<file path="config.mk">
export PLATFORM = sky130hd
export DESIGN_NAME = clock_guard_sequencer_flat
export DESIGN_NICKNAME = d
export VERILOG_FILES = /design/src/rtl/clock_guard_if.sv /design/src/rtl/clock_guard_sequencer.sv /design/src/flat_wrapper.sv
export SDC_FILE = /design/constraint.sdc
export NUM_CORES = 1
export LEC_CHECK = 0
export CORE_MARGIN = 2
export CORE_UTILIZATION = 40
export CTS_CLUSTER_SIZE = 14
export DETAILED_ROUTE_END_ITERATION = 8
export PLACE_DENSITY = 0.78
export REMOVE_ABC_BUFFERS = 1
export SYNTH_ARGS = -nofsm -noshare
export SYNTH_HDL_FRONTEND = slang
export SYNTH_SLANG_ARGS = --single-unit
</file>
<file path="constraint.sdc">
create_clock -name clk -period 1.65 [get_ports clk]
set_input_delay 0.33 -clock clk [delete_from_list [all_inputs] [get_ports clk]]
set_output_delay 0.33 -clock clk [all_outputs]
set_load 0.1 [all_outputs]
</file>
<file path="src/rtl/clock_guard_if.sv">
// Bundle between the guard sequencer and its environment (the requester and the clock bank's
// compare/reset ports). The master side is the sequencer.
interface clock_guard_if #(
  parameter int MAX_TERMS = 4
);
  // Handshake: start is a one-shot request that is honoured only while busy=0 and otherwise
  // dropped (never queued); done is a one-cycle completion pulse and pass is valid from done
  // until the next accepted start; there is no backpressure on either side.
  logic                     start;
  logic [3:0]               num_terms;
  logic [16*MAX_TERMS-1:0]  guard_terms;
  logic [7:0]               reset_mask;

  logic                     cmp_val;
  logic                     cmp_lng;
  logic                     cmp_op;
  logic [1:0]               cmp_addr;
  logic [3:0]               cmp_imm_lo;
  logic [7:0]               cmp_imm_hi;

  logic                     en_clk_reset;
  logic [7:0]               clk_reset;
  logic                     hold;
  logic                     busy;
  logic                     done;
  logic                     pass;

  modport master (
    input  start, num_terms, guard_terms, reset_mask, cmp_val,
    output cmp_lng, cmp_op, cmp_addr, cmp_imm_lo, cmp_imm_hi,
    output en_clk_reset, clk_reset, hold, busy, done, pass
  );

  modport slave (
    output start, num_terms, guard_terms, reset_mask, cmp_val,
    input  cmp_lng, cmp_op, cmp_addr, cmp_imm_lo, cmp_imm_hi,
    input  en_clk_reset, clk_reset, hold, busy, done, pass
  );
endinterface

</file>
<file path="src/rtl/clock_guard_sequencer.sv">
// Evaluates a latched guard one clock constraint per cycle against the clock bank's compare
// port, then fires a one-cycle clock-reset strobe when every term held.
module clock_guard_sequencer #(
  parameter int MAX_TERMS = 4
) (
  input  logic                clk,
  input  logic                reset,
  clock_guard_if.master       bus,
  output logic [1:0]          dbg_state
);

  typedef enum logic [1:0] {
    IDLE   = 2'd0,
    EVAL   = 2'd1,
    COMMIT = 2'd2,
    FINISH = 2'd3
  } state_e;

  localparam int         IDX_W   = (MAX_TERMS > 1) ? $clog2(MAX_TERMS) : 1;
  localparam logic [3:0] MAX_CNT = 4'(MAX_TERMS);

  state_e                     state_q, state_d;
  logic [MAX_TERMS-1:0][15:0] terms_q, terms_d;
  logic [3:0]                 count_q, count_d;
  logic [7:0]                 mask_q, mask_d;
  logic [IDX_W-1:0]           idx_q, idx_d;
  logic                       pass_q, pass_d;

  logic [3:0]                 clamped_count;
  logic [15:0]                cur_term;
  logic                       last_term;

  always_comb begin
    clamped_count = (bus.num_terms > MAX_CNT) ? MAX_CNT : bus.num_terms;
    cur_term      = terms_q[idx_q];
    last_term     = ({{(4-IDX_W){1'b0}}, idx_q} == (count_q - 4'd1));
  end

  // Next-state and latched-operand logic. cmp_val is only meaningful during EVAL.
  always_comb begin
    state_d = state_q;
    terms_d = terms_q;
    count_d = count_q;
    mask_d  = mask_q;
    idx_d   = idx_q;
    pass_d  = pass_q;
    case (state_q)
      IDLE: begin
        if (bus.start) begin
          terms_d = bus.guard_terms;
          count_d = clamped_count;
          mask_d  = bus.reset_mask;
          idx_d   = '0;
          pass_d  = 1'b0;
          state_d = (clamped_count != 4'd0) ? EVAL : COMMIT;
        end
      end
      EVAL: begin
        if (!bus.cmp_val) begin
          pass_d  = 1'b0;
          state_d = FINISH;
        end else if (last_term) begin
          state_d = COMMIT;
        end else begin
          idx_d = idx_q + IDX_W'(1);
        end
      end
      COMMIT: begin
        pass_d  = 1'b1;
        state_d = FINISH;
      end
      FINISH: begin
        state_d = IDLE;
      end
      default: begin
        state_d = IDLE;
      end
    endcase
  end

  // Outputs are decoded from the registered state so nothing leaks outside its own state.
  always_comb begin
    bus.cmp_lng      = 1'b0;
    bus.cmp_op       = 1'b0;
    bus.cmp_addr     = 2'd0;
    bus.cmp_imm_lo   = 4'd0;
    bus.cmp_imm_hi   = 8'd0;
    bus.en_clk_reset = 1'b0;
    bus.clk_reset    = 8'd0;
    bus.hold         = 1'b0;
    case (state_q)
      EVAL: begin
        {bus.cmp_lng, bus.cmp_op, bus.cmp_addr, bus.cmp_imm_lo, bus.cmp_imm_hi} = cur_term;
        bus.hold = 1'b1;
      end
      COMMIT: begin
        bus.en_clk_reset = 1'b1;
        bus.clk_reset    = mask_q;
        bus.hold         = 1'b1;
      end
      default: begin
        bus.hold = 1'b0;
      end
    endcase
    bus.busy  = (state_q != IDLE);
    bus.done  = (state_q == FINISH);
    bus.pass  = pass_q;
    dbg_state = state_q;
  end

  always_ff @(posedge clk) begin
    if (reset) begin
      state_q <= IDLE;
      terms_q <= '0;
      count_q <= 4'd0;
      mask_q  <= 8'd0;
      idx_q   <= '0;
      pass_q  <= 1'b0;
    end else begin
      state_q <= state_d;
      terms_q <= terms_d;
      count_q <= count_d;
      mask_q  <= mask_d;
      idx_q   <= idx_d;
      pass_q  <= pass_d;
    end
  end

endmodule

</file>
<file path="src/flat_wrapper.sv">
// flat-port wrapper written by rule: the top's interface ports become plain ports
module clock_guard_sequencer_flat 
#(
  parameter int MAX_TERMS = 4
)
  (clk, reset, dbg_state, bus_start, bus_num_terms, bus_guard_terms, bus_reset_mask, bus_cmp_val, bus_cmp_lng, bus_cmp_op, bus_cmp_addr, bus_cmp_imm_lo, bus_cmp_imm_hi, bus_en_clk_reset, bus_clk_reset, bus_hold, bus_busy, bus_done, bus_pass);
  clock_guard_if #(.MAX_TERMS(MAX_TERMS)) bus_i ();
  input  logic clk;
  input  logic reset;
  output logic [1:0] dbg_state;
  input wire logic [$bits(bus_i.start)-1:0] bus_start;
  input wire logic [$bits(bus_i.num_terms)-1:0] bus_num_terms;
  input wire logic [$bits(bus_i.guard_terms)-1:0] bus_guard_terms;
  input wire logic [$bits(bus_i.reset_mask)-1:0] bus_reset_mask;
  input wire logic [$bits(bus_i.cmp_val)-1:0] bus_cmp_val;
  output wire logic [$bits(bus_i.cmp_lng)-1:0] bus_cmp_lng;
  output wire logic [$bits(bus_i.cmp_op)-1:0] bus_cmp_op;
  output wire logic [$bits(bus_i.cmp_addr)-1:0] bus_cmp_addr;
  output wire logic [$bits(bus_i.cmp_imm_lo)-1:0] bus_cmp_imm_lo;
  output wire logic [$bits(bus_i.cmp_imm_hi)-1:0] bus_cmp_imm_hi;
  output wire logic [$bits(bus_i.en_clk_reset)-1:0] bus_en_clk_reset;
  output wire logic [$bits(bus_i.clk_reset)-1:0] bus_clk_reset;
  output wire logic [$bits(bus_i.hold)-1:0] bus_hold;
  output wire logic [$bits(bus_i.busy)-1:0] bus_busy;
  output wire logic [$bits(bus_i.done)-1:0] bus_done;
  output wire logic [$bits(bus_i.pass)-1:0] bus_pass;
  assign bus_i.start = bus_start;
  assign bus_i.num_terms = bus_num_terms;
  assign bus_i.guard_terms = bus_guard_terms;
  assign bus_i.reset_mask = bus_reset_mask;
  assign bus_i.cmp_val = bus_cmp_val;
  assign bus_cmp_lng = bus_i.cmp_lng;
  assign bus_cmp_op = bus_i.cmp_op;
  assign bus_cmp_addr = bus_i.cmp_addr;
  assign bus_cmp_imm_lo = bus_i.cmp_imm_lo;
  assign bus_cmp_imm_hi = bus_i.cmp_imm_hi;
  assign bus_en_clk_reset = bus_i.en_clk_reset;
  assign bus_clk_reset = bus_i.clk_reset;
  assign bus_hold = bus_i.hold;
  assign bus_busy = bus_i.busy;
  assign bus_done = bus_i.done;
  assign bus_pass = bus_i.pass;
  clock_guard_sequencer #(.MAX_TERMS(MAX_TERMS)) u_core (.clk(clk), .reset(reset), .bus(bus_i), .dbg_state(dbg_state));
endmodule
</file>
### Word-level counts from Yosys, hierarchy flattened

Index checks and enable logic that the tools add are counted.

| cells by class | value |
|---|---|
| equal/unequal tests | 9 |
| add/subtract/negate cells | 2 |
| reduce and logical (&&, ||, !) cells | 10 |
| mux-type cells | 23 |
| order comparisons | 2 |

Operator list:

| operator | count |
|---|---|
| 16-bit binary-select mux with 2-bit select | 1 |
| 16-bit 2-to-1 mux | 1 |
| 2-bit 2-to-1 mux | 8 |
| 8-bit 2-to-1 mux | 2 |
| 4-bit 2-to-1 mux | 2 |
| 2-bit inequality test, second input constant | 4 |
| 2-bit one-hot mux with 4 select lines | 1 |
| 1-bit 2-to-1 mux | 6 |
| 2-bit equality test, second input constant | 2 |
| 2-bit by 4-bit equality test with 1-bit output | 1 |
| 4-bit by 3-bit greater-than comparator with 1-bit output, second input constant | 1 |
| 2-bit one-hot mux with 2 select lines | 1 |
| 2-bit AND reduction | 2 |
| 4-bit AND reduction | 1 |
| 2-bit nonzero test | 2 |
| 4-bit nonzero test | 1 |
| 4-bit by 1-bit subtractor with 4-bit output, second input constant | 1 |
| 2-bit by 3-bit less-than comparator with 1-bit output, second input constant | 1 |
| 3-bit by 2-bit inequality test with 1-bit output, second input constant | 1 |
| 1-bit one-hot mux with 3 select lines | 1 |
| 3-bit AND reduction | 1 |
| 3-bit nonzero test | 1 |
| 2-bit by 1-bit adder with 2-bit output, second input constant | 1 |
| 2-bit by 1-bit equality test with 1-bit output, second input constant | 1 |
| other kinds (2) | 2 |

| word-level totals | value |
|---|---|
| output and inout bits | 31 |
| bits in registers | 81 |
| logic and storage cells | 55 |
| input port bits | 80 |

### Longest topological paths before layout

Gate-level depths: netlist of run 1.

| logic depth | value |
|---|---|
| depth in word-level cells | 6 |
| mapped depth | 7 |
| mapped depth without buffers | 7 |

### Least setup slack after synthesis of run 1

No wires, ideal clock.

| timing | value |
|---|---|
| kind | register -> output |
| from | reg u_core.state_q[1], in the netlist u_core.dbg_state[1] |
| to | out bus_clk_reset[0] |
| setup slack | -1.589 ns |
| buffers on the path | 0 |
| data required time | 1.320 ns |
| arrival time | 2.909 ns |
| stages on the path, launching flop included | 3 |
| cell sequence | dfxtp_1 > ha_1 > and2_1 |

| on the way | value |
|---|---|
| word-level cells in the longest chain between the ends | 2 |

Ends and longest elaborated chain:

| what | RTL line | text |
|---|---|---|
| start, declared | clock_guard_sequencer.sv:22 | `state_e state_q, state_d;` |
| start signal, assigned | clock_guard_sequencer.sv:120 | `state_q <= state_d;` |
| 2-bit equality test | clock_guard_sequencer.sv:91 | `case (state_q)` |
| 8-bit 2-to-1 mux | clock_guard_sequencer.sv:91 |  |
| end, declared | flat_wrapper.sv:22 | `output wire logic [$bits(bus_i.clk_reset)-1:0] bus_clk_reset;` |

No other way between the ends.

### Worst setup path in the final report of run 1

| timing | value |
|---|---|
| from | reg u_core.idx_q[1] |
| to | out bus_cmp_imm_hi[5] |

| on the way | value |
|---|---|
| word-level cells in the longest chain between the ends | 3 |

Ends and longest elaborated chain:

| what | RTL line | text |
|---|---|---|
| start, declared | clock_guard_sequencer.sv:26 | `logic [IDX_W-1:0] idx_q, idx_d;` |
| start signal, assigned | clock_guard_sequencer.sv:124 | `idx_q <= idx_d;` |
| 16-bit binary-select mux with 2-bit select | clock_guard_sequencer.sv:35 | `cur_term = terms_q[idx_q];` |
| 16-bit 2-to-1 mux (not written as such) | clock_guard_sequencer.sv:35 |  |
| 8-bit 2-to-1 mux | clock_guard_sequencer.sv:91 |  |
| end, declared | flat_wrapper.sv:20 | `output wire logic [$bits(bus_i.cmp_imm_hi)-1:0] bus_cmp_imm_hi;` |

No other way between the ends. The select of a mux whose other input is x is not followed.

==> run_results.csv, run 1 <==
group,metric,value,unit
critical_path,critPathMaxFanout,5,
yosys,synth.most_common_cell,"nand2_1",
critical_path,r2r_end,"u_core.idx_q[0]",
sta,setup_ws,-0.389,ns
status,violations,"negative setup slack",
die,die_w,98.5,um
global_route,use_met1,0.249,
placed_design,portBuffers,110,
status,outcome,"complete, but fails checks",
global_route,grt_use_met3,0.0475,
yosys,synth-seq-cells,81,
routing,drtPass1Iterations,4,
sta,fmax,490,MHz
yosys,yosys_warnings,0,
final_layout,nFillCells,705,
yosys,synth.area.top_cells,"dfxtp_1 45%, nand2_1 16%, a21oi_1 11%",
sta,max-slew-margin-rel,0.775,
routing,ant_nets,0,
global_route,antenna_found_initial,0,
critical_path,r2r_cells,8,
power_and_ir_drop,p_per_area,1390,nW/um^2
cts,cts-root-buf,"clkbuf_8",
yosys,yosysTopAreaCell,"dfxtp_1",
sta,fin_worst_skew,0.0168,ns
placed_design,preCtsSetupSlack,-0.121,ns
die,chipHeight,98.5,um
sta,hold_viol,0,
sta,rsz0062_at_grt,"yes",
yosys,synth_area,3570,um^2
yosys,dominantRegCellSynth,"dfxtp_1",
critical_path,crit_start,"u_core.idx_q[1]",
critical_path,start_kind,"flop",
final_layout,utilization,0.669,
final_layout,n_antenna_cell,0,
routing,avgRoutedWirePerCell,14.5,um
routing,vias_per_cell,5.04,
global_route,busiest_layer,"met2",
die,dieArea,9710,um^2
critical_path,rr_startpoint,"u_core.count_q[1]",
yosys,yosysUniqueCellTypes,30,
power_and_ir_drop,ir_drop,0.730,mV
cts,cts_tree,"done",
die,io_pins,111,
sta,finalSetupViolCount,25,
critical_path,crit_required,1.32,ns
final_layout,nets,643,
yosys,synthArstFlopShare,0,
yosys,synth-edff-count,0,
cts,cts_buffer_depth,2,
sta,worst_slew_pin_slew,0.336,ns
global_route,grt_max_degree,63,
sta,slew_violations,0,
routing,wl,9730,um
sta,period_share,1.24,
yosys,synth_commonest_cells,"150 x nand2_1, 81 x dfxtp_1, 77 x a21oi_1, 25 x and2_1, 16 x mux4_2",
routing,num_vias,3376,
global_route,first_global_vias,3316,
sta,holdWs,0.338,ns
cts,cts_hold_buf,0,
global_route,globalRouteTotalUtil,0.202,
cts,cts_inserted_buffers,9,
sta,period_needed,2.04,ns
global_route,grtUsageMet2,0.349,
critical_path,critPathArrivalTime,1.71,ns
final_layout,drive_gt1_frac,0.270,
critical_path,critPathCaptureType,"output port",
yosys,synth_seq_area_share,0.454,
routing,drtIter0Drc,138,
die,num_rows,34,
worst_hold_path,hp-class,"in2reg",
global_route,grt-ovfl-total,0,
critical_path,endpoint,"bus_cmp_imm_hi[5]",
cts,numClockSinks,81,
critical_path,critPathKind,"reg2out",
critical_path,ff2ff_setup_slack,0.06,ns
yosys,yosysTopAreaCellShare,0.454,
die,core,8680,um^2
sta,fin_setup_tns,-6.52,ns
placed_design,gp_congestion,0.855,
cts,clk_pin_slew,0.09,ns
power_and_ir_drop,p_leak,0.00219,uW
cts,clock_latency,0.35,ns
global_route,grt_pass1_wl,15700,um
routing,drc,0,
run,cap_violations,0,
placed_design,hpwlAfterDp,6640,um
yosys,synthesis.instances,427,
yosys,avgSynthCellArea,8.37,um^2
cts,htree_levels,3,
die,start_util,0.412,
final_layout,syn2layout_area_growth,62.3,%
## per-layer routing
metal / wire, um / up-vias
met3: 479 / 12
li1: - / 1676
met1: 4110 / 1588
met5: 0 / -
met4: 112 / 0
met2: 5020 / 100
## area by class of cell
cell class                      count  area (um^2)  area share
Clock buffer                       11          131      0.0226
Clock inverter                      5         38.8     0.00669
Multi-Input combinational cell    309         1970       0.340
Inverter                            6         27.5     0.00474
Timing Repair Buffer              150         1860       0.320
Sequential cell                    81         1640       0.283
Tap cell                          108          135      0.0233
## state kept, by name (all words and copies together), names as in the netlist
| signal | count |
|---|---|
| u_core.mask_q | 8 |
| u_core.count_q | 4 |
| u_core.dbg_state | 2 |
| u_core.bus.pass | 1 |
| u_core.terms_q | 64 |
| u_core.idx_q | 2 |
## metrics by stage
step | power, uW | cells | cell area (um^2)
floorplan | 4760 | 396 | 3440
global placement | 6200 | 641 | 5260
detailed placement | 6310 | 641 | 5260
CTS | 7910 | 665 | 5690
global route | 8470 | 670 | 5800
finish | 8050 | 670 | 5800
## how the worst min path moves through the flow
stage | to | from | slack (ns) | depth (start not counted)
2_1_floorplan | u_core.idx_q[1] | reset | 0.39 | 1
4_1_cts | u_core.idx_q[1] | reset | 0.30 | 2
3_5_place_dp | u_core.mask_q[0] | u_core.mask_q[0] | 0.45 | 2
3_3_place_gp | u_core.mask_q[4] | u_core.mask_q[4] | 0.44 | 2
6_report | u_core.terms_q[51] | reset | 0.34 | 2
5_1_grt | u_core.terms_q[51] | reset | 0.33 | 2
## cell usage in the layout (no fill, tap or decap), types with 2 or more instances in the layout
cell             count
dfxtp_2              2
xnor2_4              2
clkbuf_1             2
buf_12              38
clkdlybuf4s50_1     78
nor3_1               2
buf_4               22
clkbuf_8             9
ha_1                 2
and2_4              24
dfxtp_1             75
buf_6                8
nor4_1               2
inv_6                2
nand2_1            149
a21oi_1             76
a21oi_2              3
buf_8                2
mux2i_1              2
nor2_1               6
inv_4                2
ha_4                 4
nor2b_1              2
dfxtp_4              4
a22oi_1              2
a211oi_1             2
inv_1                3
mux4_2              16
## what timing repair did
action / 4_1_cts / 5_1_grt
gates cloned: 1 / 0
setup buffers: 8 / 5
pin swaps: 25 / 6
setup endpoints to repair: 31 / 31
resized for setup: 56 / 13
## cell families after synthesis
logic type | Yosys count | share of synthesized area
AND/OR/NAND/NOR | 193 | 0.232
AO/OA/AOI/OAI | 87 | 0.128
flip-flops | 81 | 0.454
buffers and inverters | 37 | 0.0445
multiplexers | 19 | 0.111
adder cells (fa/ha/maj) | 6 | 0.0210
XOR/XNOR | 4 | 0.00980
## report_power, final
part           switching [uW]  internal, uW
sequential                208          2320
clock                     719           559
combinational            2450          1790
## worst max-delay path, cell delays in order (launching register included)
cell and delay (ns):
dfxtp_4 0.41, buf_12 0.14, mux4_2 0.49, and2_4 0.16, buf_12 0.16
No activity file was read; power rests on OpenSTA's default activity.
==> inputs of run 2 (changes only) <==
CELL_PAD_IN_SITES_DETAIL_PLACEMENT = 1   (was not set)
CELL_PAD_IN_SITES_GLOBAL_PLACEMENT = 2   (was not set)
CORE_UTILIZATION = 32   (was 40)
DONT_BUFFER_PORTS = 1   (was not set)
PLACE_DENSITY = 0.79   (was 0.78)
SKIP_CTS_REPAIR_TIMING = 1   (was not set)
==> run 2 against run 1 <==
Compared with the run above:
- the flow still finishes with violations (negative setup slack)
- clock-buffer cell count is 2 lower
- maximum frequency decreased by 1.2%
- non-clock buffer count down 83
- sequential share of layout area grew 4.4 points
- utilization shrank 21 points
- routed wire length grew 14%
==> run_results.csv, run 2 (synthesis results as in run 1) <==
group,metric,value,unit
status,outcome,"complete, but fails checks",
status,violations,"negative setup slack",
routing,vias_per_cell,5.02,
sta,finalSetupViolCount,28,
final_layout,regMostFlops,"u_core.terms_q",
placed_design,placed_cell_area,4370,um^2
cts,clock_latency,0.36,ns
sta,worst_slew_pin_slew,0.400,ns
sta,period_share,1.25,
routing,avgRoutedWirePerCell,17.9,um
power_and_ir_drop,clkPwrFrac,0.166,
sta,slew_violations,0,
routing,drc,0,
final_layout,n_antenna_cell,0,
final_layout,largestRegisters,"u_core.terms_q (64), u_core.mask_q (8), u_core.count_q (4)",
die,num_rows,38,
sta,rsz0062_at_grt,"yes",
power_and_ir_drop,switching_share,0.440,
die,chipHeight,110,um
die,io_pins,111,
sta,setup_ws,-0.414,ns
global_route,grt_pass1_wl,15800,um
cts,cts_tree,"done",
placed_design,dp.cells,588,
final_layout,postLayoutCellArea,5030,um^2
critical_path,start_kind,"flop",
power_and_ir_drop,p_leak,0.00186,uW
critical_path,critPathKind,"reg2out",
cts,htree_levels,3,
routing,ant_nets,0,
sta,period_needed,2.06,ns
final_layout,drive_gt1_frac,0.322,
final_layout,syn2layout_area_growth,40.6,%
placed_design,hpwlAfterDp,7010,um
power_and_ir_drop,p_per_area,1590,nW/um^2
power_and_ir_drop,switching_power,3510,uW
run,cap_violations,0,
global_route,grt_max_degree,82,
critical_path,critPathArrivalTime,1.73,ns
final_layout,seq_area,1640,um^2
routing,wl,11100,um
global_route,first_global_vias,3132,
power_and_ir_drop,ir_drop,0.756,mV
critical_path,critPathMaxFanout,6,
power_and_ir_drop,internal_power,4470,uW
critical_path,critPathCaptureType,"output port",
cts,cts-root-buf,"clkbuf_8",
die,die_w,110,um
sta,hold_viol,0,
global_route,grt-ovfl-total,0,
global_route,antenna_found_initial,0,
sta,fin_worst_skew,0.00990,ns
die,start_util,0.328,
final_layout,instances_no_fill,619,
cts,numClockSinks,81,
critical_path,crit_required,1.32,ns
routing,drtIter0Drc,112,
final_layout,utilization,0.462,
cts,cts_inserted_buffers,9,
die,dieArea,12000,um^2
sta,fin_setup_tns,-7.77,ns
cts,cts_buffer_depth,2,
sta,fmax,485,MHz
placed_design,portBuffers,0,
sta,max-slew-margin-rel,0.731,
placed_design,gp_congestion,0.750,
cts,clk_pin_slew,0.09,ns
final_layout,multi_input_area,2010,um^2
routing,num_vias,3105,
final_layout,nFillCells,1228,
global_route,globalRouteTotalUtil,0.173,
routing,drtPass1Iterations,4,
power_and_ir_drop,p_seq_frac,0.317,
final_layout,nets,560,
final_layout,largest_register_ffs,64,
power_and_ir_drop,pwr-share-comb,0.516,
final_layout,layout_commonest_cell,"nand2_1",
worst_hold_path,hp-class,"in2reg",
die,core,10900,um^2
final_layout,mostFrequentLayoutCells,"149 x nand2_1, 76 x a21oi_1, 75 x dfxtp_1, 34 x buf_12, 24 x and2_4",
run 2: power groups by stage:
stage | clock [uW] | combinational (uW) | sequential, uW
global route | 1470 | 4400 | 2580
floorplan | 0 | 2050 | 2710
detailed placement | 0 | 3330 | 2540
finish | 1330 | 4120 | 2530
CTS | 1370 | 3360 | 2500
global placement | 0 | 3250 | 2520
run 2: cell type report:
class	count	share of cell area
well taps	140	0.0348
inverters	6	0.00597
repair buffers	67	0.201
clock inverters	7	0.00896
multi-input cells	309	0.399
clock buffers	9	0.0246
flip-flops and latches	81	0.326
run 2: routing by layer:
| metal | routed length, um | track usage | vias to the layer above |
|---|---|---|---|
| li1 | - | - | 1509 |
| met1 | 4580 | 0.212 | 1519 |
| met2 | 5760 | 0.297 | 62 |
| met3 | 523 | 0.0350 | 15 |
| met4 | 198 | 0.0705 | 0 |
| met5 | 0 | 0 | - |
run 2: worst max-delay path: stages, from the launching register on:
cell,delay [ns]
dfxtp_4,0.40
buf_12,0.15
mux4_2,0.50
and2_4,0.16
buf_12,0.16
run 2: final timing paths:
check	endpoint	startpoint	slack (ns)	cells after the start
worst max-delay path	bus_cmp_imm_lo[0]	u_core.idx_q[0]	-0.41	4
worst min-delay path	u_core.terms_q[15]	reset	0.03	1
worst max register to register	u_core.dbg_state[0]	u_core.dbg_state[1]	0.03	7
worst min register to register	u_core.terms_q[48]	u_core.terms_q[48]	0.45	2
run 2: metrics by stage:
step	hold slack [ns]	setup slack (ns)	total power, uW
after floorplan	0.392	-1.59	4760
after global placement	0.406	-0.0786	5760
after detailed placement	0.409	-0.173	5870
after CTS	0.0116	-0.511	7220
after global routing	0.00286	-0.476	8450
final	0.0341	-0.414	7990
==> inputs of run 3 (changes only) <==
SLEW_MARGIN = 40   (was not set)
==> results of run 3 <==
Final layout, timing and power as in run 2 (identical DEF).
